$ cat src/rtl/logmel_stream_ctrl.sv
// logmel_stream_ctrl: steps the log compressor through every mel bin of a
// frame and collects the results into a two-bank frame buffer. Full banks
// are streamed to the CNN over valid/ready. Frames that arrive while no bank
// can take them are dropped and counted.
module logmel_stream_ctrl #(
    parameter int N_MELS    = 40,
    parameter int LOG_OUT_W = 16,
    parameter int OUT_W     = 16,
    parameter int DROP_W    = 8
) (
    input  logic                      clk,
    input  logic                      reset,
    input  logic                      filterbank_done_i,
    output logic [$clog2(N_MELS)-1:0] mel_idx_o,
    output logic                      log_en_o,
    input  logic [LOG_OUT_W-1:0]      log_val_i,
    input  logic                      log_valid_i,
    output logic [OUT_W-1:0]          cnn_data_o,
    output logic                      cnn_valid_o,
    input  logic                      cnn_ready_i,
    output logic                      cnn_last_o,
    output logic                      frame_sent_o,
    output logic                      busy_o,
    output logic                      overrun_o,
    output logic [DROP_W-1:0]         drop_cnt_o
);

    localparam int IW    = $clog2(N_MELS);
    localparam int DEPTH = 2 * N_MELS;
    localparam int AW    = $clog2(DEPTH);
    localparam logic [IW-1:0]     LAST_IDX = IW'(N_MELS - 1);
    localparam logic [DROP_W-1:0] DROP_MAX = '1;

    typedef enum logic [1:0] {ST_IDLE, ST_ISSUE, ST_DRAIN} wr_state_t;

    wr_state_t             r_state, w_state_nxt;
    logic [IW-1:0]         r_mel_idx, r_ret_cnt, r_ld_idx;
    logic                  r_log_en, r_wr_bank, r_rd_bank, r_ld_bank;
    logic [1:0]            r_full, w_full_nxt;
    logic                  r_busy, r_overrun, r_frame_sent;
    logic [DROP_W-1:0]     r_drop_cnt;
    logic [OUT_W-1:0]      r_cnn_data, w_conv;
    logic                  r_cnn_valid, r_cnn_last;
    logic [LOG_OUT_W-1:0]  r_mem [DEPTH];
    logic [LOG_OUT_W-1:0]  w_rd_val;
    logic [AW-1:0]         w_wr_addr, w_rd_addr;
    logic                  w_accept, w_drop, w_ret_ok, w_fill_done;
    logic                  w_xfer, w_last_xfer, w_load;

    // The accept decision looks at the full flag as it stands before the edge,
    // so a bank freed in this very cycle still counts as occupied.
    assign w_accept    = filterbank_done_i && (r_state == ST_IDLE) && !r_full[r_wr_bank];
    assign w_drop      = filterbank_done_i && !w_accept;
    assign w_ret_ok    = log_valid_i && (r_state != ST_IDLE);
    assign w_fill_done = w_ret_ok && (r_state == ST_DRAIN) && (r_ret_cnt == LAST_IDX);

    assign w_xfer      = r_cnn_valid && cnn_ready_i;
    assign w_last_xfer = w_xfer && r_cnn_last;
    assign w_load      = (!r_cnn_valid || w_xfer) && r_full[r_ld_bank];

    assign w_wr_addr = r_wr_bank ? AW'(N_MELS) + AW'(r_ret_cnt) : AW'(r_ret_cnt);
    assign w_rd_addr = r_ld_bank ? AW'(N_MELS) + AW'(r_ld_idx)  : AW'(r_ld_idx);
    assign w_rd_val  = r_mem[w_rd_addr];

    // Narrowing clamps to the signed output range; widening sign-extends.
    generate
        if (OUT_W >= LOG_OUT_W) begin : g_sext
            assign w_conv = OUT_W'($signed(w_rd_val));
        end else begin : g_sat
            logic [LOG_OUT_W-OUT_W:0] w_hi;
            assign w_hi = w_rd_val[LOG_OUT_W-1:OUT_W-1];
            // Saturate when the discarded bits are not a pure sign extension.
            always_comb begin
                if ((&w_hi) || !(|w_hi)) w_conv = w_rd_val[OUT_W-1:0];
                else if (w_rd_val[LOG_OUT_W-1]) w_conv = {1'b1, {(OUT_W-1){1'b0}}};
                else w_conv = {1'b0, {(OUT_W-1){1'b1}}};
            end
        end
    endgenerate

    // Write FSM next state.
    // NOTE: every signal assigned here gets a default first, so no path leaves it unassigned and no latch is inferred.
    always_comb begin
        w_state_nxt = r_state;
        unique case (r_state)
            ST_IDLE:  if (w_accept) w_state_nxt = ST_ISSUE;
            ST_ISSUE: if (r_mel_idx == LAST_IDX) w_state_nxt = ST_DRAIN;
            ST_DRAIN: if (w_fill_done) w_state_nxt = ST_IDLE;
            default:  w_state_nxt = ST_IDLE;
        endcase
    end

    // Next full flags: fill completion and frame-sent always hit opposite banks.
    always_comb begin
        w_full_nxt = r_full;
        if (w_fill_done) w_full_nxt[r_wr_bank] = 1'b1;
        if (w_last_xfer) w_full_nxt[r_rd_bank] = 1'b0;
    end

    // Write FSM state register.
    // NOTE: sequential state uses non-blocking assignments so every flop samples pre-edge values.
    always_ff @(posedge clk or negedge reset) begin
        if (!reset) r_state <= ST_IDLE;
        else        r_state <= w_state_nxt;
    end

    // Issue sequencer: one mel index per cycle, never stalled.
    always_ff @(posedge clk or negedge reset) begin
        if (!reset) begin
            r_log_en  <= 1'b0;
            r_mel_idx <= '0;
        end else begin
            r_log_en <= (w_state_nxt == ST_ISSUE);
            if (w_accept || (r_state == ST_ISSUE && r_mel_idx == LAST_IDX))
                r_mel_idx <= '0;
            else if (r_state == ST_ISSUE)
                r_mel_idx <= r_mel_idx + IW'(1);
        end
    end

    // Return counter, write bank pointer, full flags and busy.
    always_ff @(posedge clk or negedge reset) begin
        if (!reset) begin
            r_ret_cnt <= '0;
            r_wr_bank <= 1'b0;
            r_full    <= 2'b00;
            r_busy    <= 1'b0;
        end else begin
            if (w_accept)      r_ret_cnt <= '0;
            else if (w_ret_ok) r_ret_cnt <= r_ret_cnt + IW'(1);
            if (w_fill_done)   r_wr_bank <= ~r_wr_bank;
            r_full <= w_full_nxt;
            r_busy <= (w_state_nxt != ST_IDLE) || (|w_full_nxt);
        end
    end

    // Frame buffer write port.
    // NOTE: the buffer has no reset; its contents are only read after a fill has written them.
    always_ff @(posedge clk) begin
        if (w_ret_ok) r_mem[w_wr_addr] <= log_val_i;
    end

    // Drop accounting: sticky overrun flag and saturating counter.
    always_ff @(posedge clk or negedge reset) begin
        if (!reset) begin
            r_overrun  <= 1'b0;
            r_drop_cnt <= '0;
        end else if (w_drop) begin
            r_overrun <= 1'b1;
            if (r_drop_cnt != DROP_MAX) r_drop_cnt <= r_drop_cnt + DROP_W'(1);
        end
    end

    // Output stage: the load pointer runs ahead of the read bank so the next
    // frame can follow the last element of the current one without a bubble.
    always_ff @(posedge clk or negedge reset) begin
        if (!reset) begin
            r_cnn_data   <= '0;
            r_cnn_valid  <= 1'b0;
            r_cnn_last   <= 1'b0;
            r_ld_idx     <= '0;
            r_ld_bank    <= 1'b0;
            r_rd_bank    <= 1'b0;
            r_frame_sent <= 1'b0;
        end else begin
            r_frame_sent <= w_last_xfer;
            if (w_last_xfer) r_rd_bank <= ~r_rd_bank;
            if (w_load) begin
                r_cnn_data  <= w_conv;
                r_cnn_valid <= 1'b1;
                r_cnn_last  <= (r_ld_idx == LAST_IDX);
                if (r_ld_idx == LAST_IDX) begin
                    r_ld_idx  <= '0;
                    r_ld_bank <= ~r_ld_bank;
                end else begin
                    r_ld_idx <= r_ld_idx + IW'(1);
                end
            end else if (w_xfer) begin
                r_cnn_valid <= 1'b0;
                r_cnn_last  <= 1'b0;
            end
        end
    end

    assign mel_idx_o    = r_mel_idx;
    assign log_en_o     = r_log_en;
    assign cnn_data_o   = r_cnn_data;
    assign cnn_valid_o  = r_cnn_valid;
    assign cnn_last_o   = r_cnn_last;
    assign frame_sent_o = r_frame_sent;
    assign busy_o       = r_busy;
    assign overrun_o    = r_overrun;
    assign drop_cnt_o   = r_drop_cnt;

endmodule

$ cat config.mk
export PLATFORM = sky130hd
export DESIGN_NAME = logmel_stream_ctrl
export DESIGN_NICKNAME = d
export VERILOG_FILES = /design/src/rtl/logmel_stream_ctrl.sv
export SDC_FILE = /design/constraint.sdc
export NUM_CORES = 1
export LEC_CHECK = 0
export CAP_MARGIN = 20
export CELL_PAD_IN_SITES_DETAIL_PLACEMENT = 0
export CELL_PAD_IN_SITES_GLOBAL_PLACEMENT = 1
export CORE_MARGIN = 3
export CORE_UTILIZATION = 35
export CTS_BUF_LIST = sky130_fd_sc_hd__clkbuf_4
export CTS_CLUSTER_DIAMETER = 50
export DETAILED_ROUTE_END_ITERATION = 6
export GPL_TIMING_DRIVEN = 0
export PLACE_DENSITY = 0.57
export SLEW_MARGIN = 40
export SYNTH_ARGS = -nofsm -noshare
export SYNTH_HDL_FRONTEND = slang
export SYNTH_SLANG_ARGS = --single-unit
$ cat constraint.sdc
create_clock -name clk -period 4 [get_ports clk]
set_input_delay 0.6 -clock clk [delete_from_list [all_inputs] [get_ports clk]]
set_output_delay 0.6 -clock clk [all_outputs]
set_load 0.02 [all_outputs]
# Word-level counts from Yosys, hierarchy flattened
# Memory sizes are Yosys's and may differ from the RTL's. A register that Yosys moved wholly into a read port is not among the register bits.
# Cells that the tools add are included.
[totals]
mem_count = 1
ramBits = 1280
ff_bits = 39
[classes]
n_eq_ne = 7
bitwise = 6
n_reduce_logical = 28
magnitude_cmp = 5
n_mux = 26
add_sub_neg = 6
[mem_list]
columns = ["name", "depth", "width", "rd", "rd_ports_with_merged_regs", "write_ports", "line_no", "text"]
rows = [
  ["r_mem", 80, 16, 1, 1, 1, "44", "logic [LOG_OUT_W-1:0] r_mem [DEPTH];"],
]
[ops]
columns = ["cell", "n"]
rows = [
  ["2-to-1 mux 6 bit", 5],
  ["adder 6 x 1 -> 6 bit, second input constant", 3],
  ["== test 6 bit, second input constant", 3],
  ["adder 6 x 6 -> 7 bit, first input constant", 2],
  ["2-to-1 mux 7 bit", 2],
  ["logical AND 1 bit", 12],
  ["2-to-1 mux 1 bit", 11],
  ["2-to-1 mux 2 bit", 5],
  ["nonzero test 2 bit", 5],
  ["adder 8 x 1 -> 8 bit, second input constant", 1],
  ["inequality test 8 bit, second input constant", 1],
  ["less-than comparator 1 x 2 -> 1 bit, second input constant", 3],
  ["one-hot mux 2 bit (3 select lines)", 1],
  ["== test 2 x 1 -> 1 bit, second input constant", 2],
  ["logical NOT 1 bit", 4],
  ["AND reduction 2 bit", 2],
  ["logical OR 1 bit", 3],
  ["NOT 1 bit", 3],
  ["bitwise AND 2 bit", 1],
  ["demux 1 bit (select 1 bit)", 2],
  ["== test 2 bit, second input constant", 1],
  [">= comparator 1 bit, second input constant", 2],
  ["logical NOT 2 bit", 1],
  ["NOT 2 bit", 1],
  ["2 further kinds", 2],
]

# Depth between registers and ports, before layout
[logic_depth]
word_depth = 10
depth_mapped = 10

# Worst setup path before layout
# OpenSTA, ideal clock, no wires.
[synth_timing]
path_type = "input-to-reg"
start = "input port log_valid_i"
end = "memory r_mem[71][0], enable pin"
arrival_ns = 2.287
n_path_buf = 3
stages = 7
path_slack_ns = 1.325
t_required_ns = 3.611
cell_sequence = "nor2b_1 -> clkbuf_1 -> and2_1 -> clkbuf_1 -> nand3_1 -> clkbuf_1 -> nor2_1"
[synth_via]
elab_chain_len = 3
[synth_lines]
columns = ["element", "line_no", "text"]
rows = [
  ["start: declaration", "17", "input logic log_valid_i,"],
  ["logical AND 1 bit", "54", "assign w_ret_ok = log_valid_i && (r_state != ST_IDLE);"],
  ["2-to-1 mux 1 bit", "140", "if (w_ret_ok) r_mem[w_wr_addr] <= log_val_i;"],
  ["2-to-1 mux 1 bit (not written as such)", "140", ""],
  ["end: declaration", "44", ""],
]
# No other way between the ends.

# Worst setup path after layout
[layout_timing]
start = "register r_ld_idx[2]"
end = "register r_cnn_data[2], in the netlist cnn_data_o[2], read port of r_mem"
[layout_via]
elab_chain_len = 2
[layout_lines]
columns = ["element", "line_no", "text"]
rows = [
  ["start: declaration", "37", "logic [IW-1:0] r_mel_idx, r_ret_cnt, r_ld_idx;"],
  ["start signal: assignment", "176", "r_ld_idx <= r_ld_idx + IW'(1);"],
  ["adder 6 x 6 -> 7 bit", "62", "assign w_rd_addr = r_ld_bank ? AW'(N_MELS) + AW'(r_ld_idx) : AW'(r_ld_idx);"],
  ["2-to-1 mux 7 bit (*)", "62", ""],
  ["end: declaration", "42", "logic [OUT_W-1:0] r_cnn_data, w_conv;"],
]
# Mark *: on every way between the ends. The rest lies on a longest branch, timed or not.
# A chain may end at the register's enable or synchronous reset.

==> flow_summary.ini <==
[synthesis]
synth_ff_type = edfxtp_1
synthTopCellsByCount = edfxtp_1 (1280), mux4_2 (278), nand2_1 (134), nor2_1 (117), mux2i_1 (82)
synthArstFlopShare_pct = 4.12
syn-instance-count = 2505
synth_seq_area_share_pct = 77.3
synth.lib_cells_used.distinct = 49
ys_seq_elements = 1335
synth_most_common_cell = edfxtp_1
syn-num-nets = 2532
synth.largest_area_cell = edfxtp_1
synth.area.top_cells = edfxtp_1 (75%), mux4_2 (12%), dfrtp_1 (2.7%)
synthDominantCellAreaShare_pct = 74.7
yosys_warnings = 0
synth_area_sq_um = 51500
synth_edf_count = 1280
avgSynthCellArea_sq_um = 20.5

[sta]
skew_ns = 0.124
tightest_slew_ns = 0.916
period_minus_slack_ns = 3.89
hold_viol_final = 0
tns_ns = 0
drv_slew = 0
maxSlewHeadroom_pct = 38.5
timing.fmax_ghz = 0.257
period_share_pct = 97.1
rsz0062_at_grt = no
setup_viol_count_final = 0
setup_ws_ns = 0.115

[pwr]
power_frac_comb_pct = 6.4
vdd_drop_max_mv = 0.275
p_seq_share_pct = 54.3
p_switching_mw = 6.98
power.internal_mw = 22.3
p_leak_nw = 19.0
power_switching_share_pct = 23.9
p_clk_share_pct = 39.3
p_per_area_nw_per_um2 = 481

[placement]
dp_cells = 4541
place_hpwl_microns = 97500
dp_slack_ns = 0.302
place_congestion = 0.965
portBuffers = 56

[clock_network]
cts_root_buffer = clkbuf_4
clkLatencyLatePin_ns = 1.29
cts_resized = 0
cts_inserted_buffers = 362
cts_tree = built
cts_num_sinks = 1335
clk_pin_slew_worst_paths_ns = 0.07
cts_buffer_depth = 4
htree_levels = 5

[route]
wl_per_cell_microns = 28.0
dr.pass1.iters = 5
drt_iter0_markers = 2533
num_vias = 27469
antenna_left = 0
vias_per_cell = 5.30
drc = 0
drt_wl_total_microns = 145000

[cells_and_area]
num-fill-cells = 12927
syn_to_final_growth_pct = 18.2
fin_cells = 5179
nets = 3036
drive_gt1_share_pct = 33.6

[worst_setup_path]
cp-start-kind = flop
critPathKind = reg -> reg
r2r_start = r_ld_idx[2]
arrival_ns = 4.97
critical_path_required_ns = 5.08
crit_fanout = 10
crit_start = r_ld_idx[2]
worst_setup_path_end_kind = flop

[floorplan]
initial_core_util_pct = 35.3
die_h_microns = 389
io_pins = 57
rows = 140
die_w_microns = 389
die_area_sq_um = 152000
core_sq_um = 146000

[outcome]
status = finished, final reports clean

[global_routing]
grt_pass1_wl_microns = 206000
grt_max_degree = 53
grt_overflow_total = 0
first_global_vias = 29143
gr-usage-all-layers_pct = 19.2
antenna_found_initial = 5

[flow_run]
max_cap_violations = 0

[min_path]
worstHoldPathType = in -> reg
min_from = log_valid_i
-- cell type report --
class                      count  area, sq um  area share (%)
sequential                  1335        39800            65.4
multi-input combinational   1024        11600            19.0
clock buffer                 516         3870            6.37
tap                         1917         2400            3.94
timing repair buffer         140         1900            3.13
buffer                       140          808            1.33
clock inverter                98          440           0.724
inverter                       6         22.5          0.0370
antenna                        3         7.51          0.0123
-- layout by cell type, fill, tap and decap left out, types with 19 or more instances in the layout --
cell             netlist  routed
nor2_1               117      36
a32oi_1               21      19
mux2i_1               82      82
dfrtp_1               55      55
nor2_4                 0      80
nand2_1              134     127
nand4_1               22      22
clkbuf_1              64      53
buf_4                 24      32
a31oi_1               22      21
edfxtp_1            1280    1280
buf_6                 12      25
clkinv_1               0      73
clkbuf_4               0     517
clkdlybuf4s50_1        0      39
nand3_1               48      46
a21oi_1               36      36
mux4_2               278     278
buf_8                  4      38
dlygate4sd3_1          0      20
a22oi_1               81      80
a22o_1                27      27
buf_2                 31      33
and3_1                19      19
-- per-stage QoR --
stage          cell area [sq um]  util (%)  hold WS [ns]  power [mW]
2_1_floorplan              51500         -         0.304        16.9
3_3_place_gp               54400      37.3         0.456        17.7
3_5_place_dp               56300      38.6         0.460        18.0
4_1_cts                    60800      41.7         0.122        29.6
5_1_grt                    60900      41.7         0.189        30.6
6_report                   60900      41.7         0.284        29.3
-- what timing repair did --
item	in CTS	in global routing
hold endpoints to repair	1340	0
hold buffers	21	0
buffers inserted	0	0
-- path summary, 6_finish.rpt --
path	end	slack [ns]	depth (start not counted)
worst max-delay path	cnn_data_o[2]	0.11	8
worst min-delay path	r_wr_bank	0.28	4
worst max register to register	cnn_data_o[2]	0.11	8
worst min register to register	overrun_o	0.47	1
max in group asynchronous	cnn_data_o[1]	3.19	5
min in group asynchronous	r_wr_bank	0.41	4
-- critical path: stages (launching register included) --
cell      delay (ns)
dfrtp_1         0.33
buf_2           0.17
buf_2           0.43
clkbuf_1        0.69
mux4_2          0.44
a22oi_1         0.51
a21oi_1         0.26
nor2_1          0.64
a31oi_1         0.18
-- routing by layer --
layer / routed length [microns] / vias up / GRT usage, %
met5: 276 / - / 1.31
met2: 71000 / 1073 / 31.2
li1: - / 11634 / -
met1: 58800 / 14532 / 24.3
met4: 3570 / 2 / 6.59
met3: 11500 / 228 / 6.03
-- logic make-up after synthesis --
group / after synthesis / share of synthesized area, %
buffers and inverters: 146 / 1.58
DFF: 1335 / 77.3
and+or+nand+nor: 392 / 3.44
AOI/OAI and AO/OA: 242 / 3.31
xor gates and xnor gates: 22 / 0.374
muxes: 362 / 13.8
adders and majority gates: 6 / 0.146
-- power by group through the flow --
| stage | Clock [mW] | Sequential (mW) | Combinational (mW) |
|---|---|---|---|
| 4_1_cts | 11.9 | 15.9 | 1.88 |
| 5_1_grt | 12.6 | 15.9 | 2.00 |
| 3_5_place_dp | 0 | 16.2 | 1.86 |
| 2_1_floorplan | 0 | 16.2 | 0.667 |
| 6_report | 11.5 | 15.9 | 1.87 |
| 3_3_place_gp | 0 | 16.2 | 1.50 |
-- state kept, by name, indices dropped and copies added (netlist names), 2 cells and up --
name        count
r_ret_cnt       6
cnn_data_o     16
r_full          2
r_ld_idx        6
drop_cnt_o      8
r_mem        1280
r_state         2
mel_idx_o       6
(Power assumes the default switching activity.)
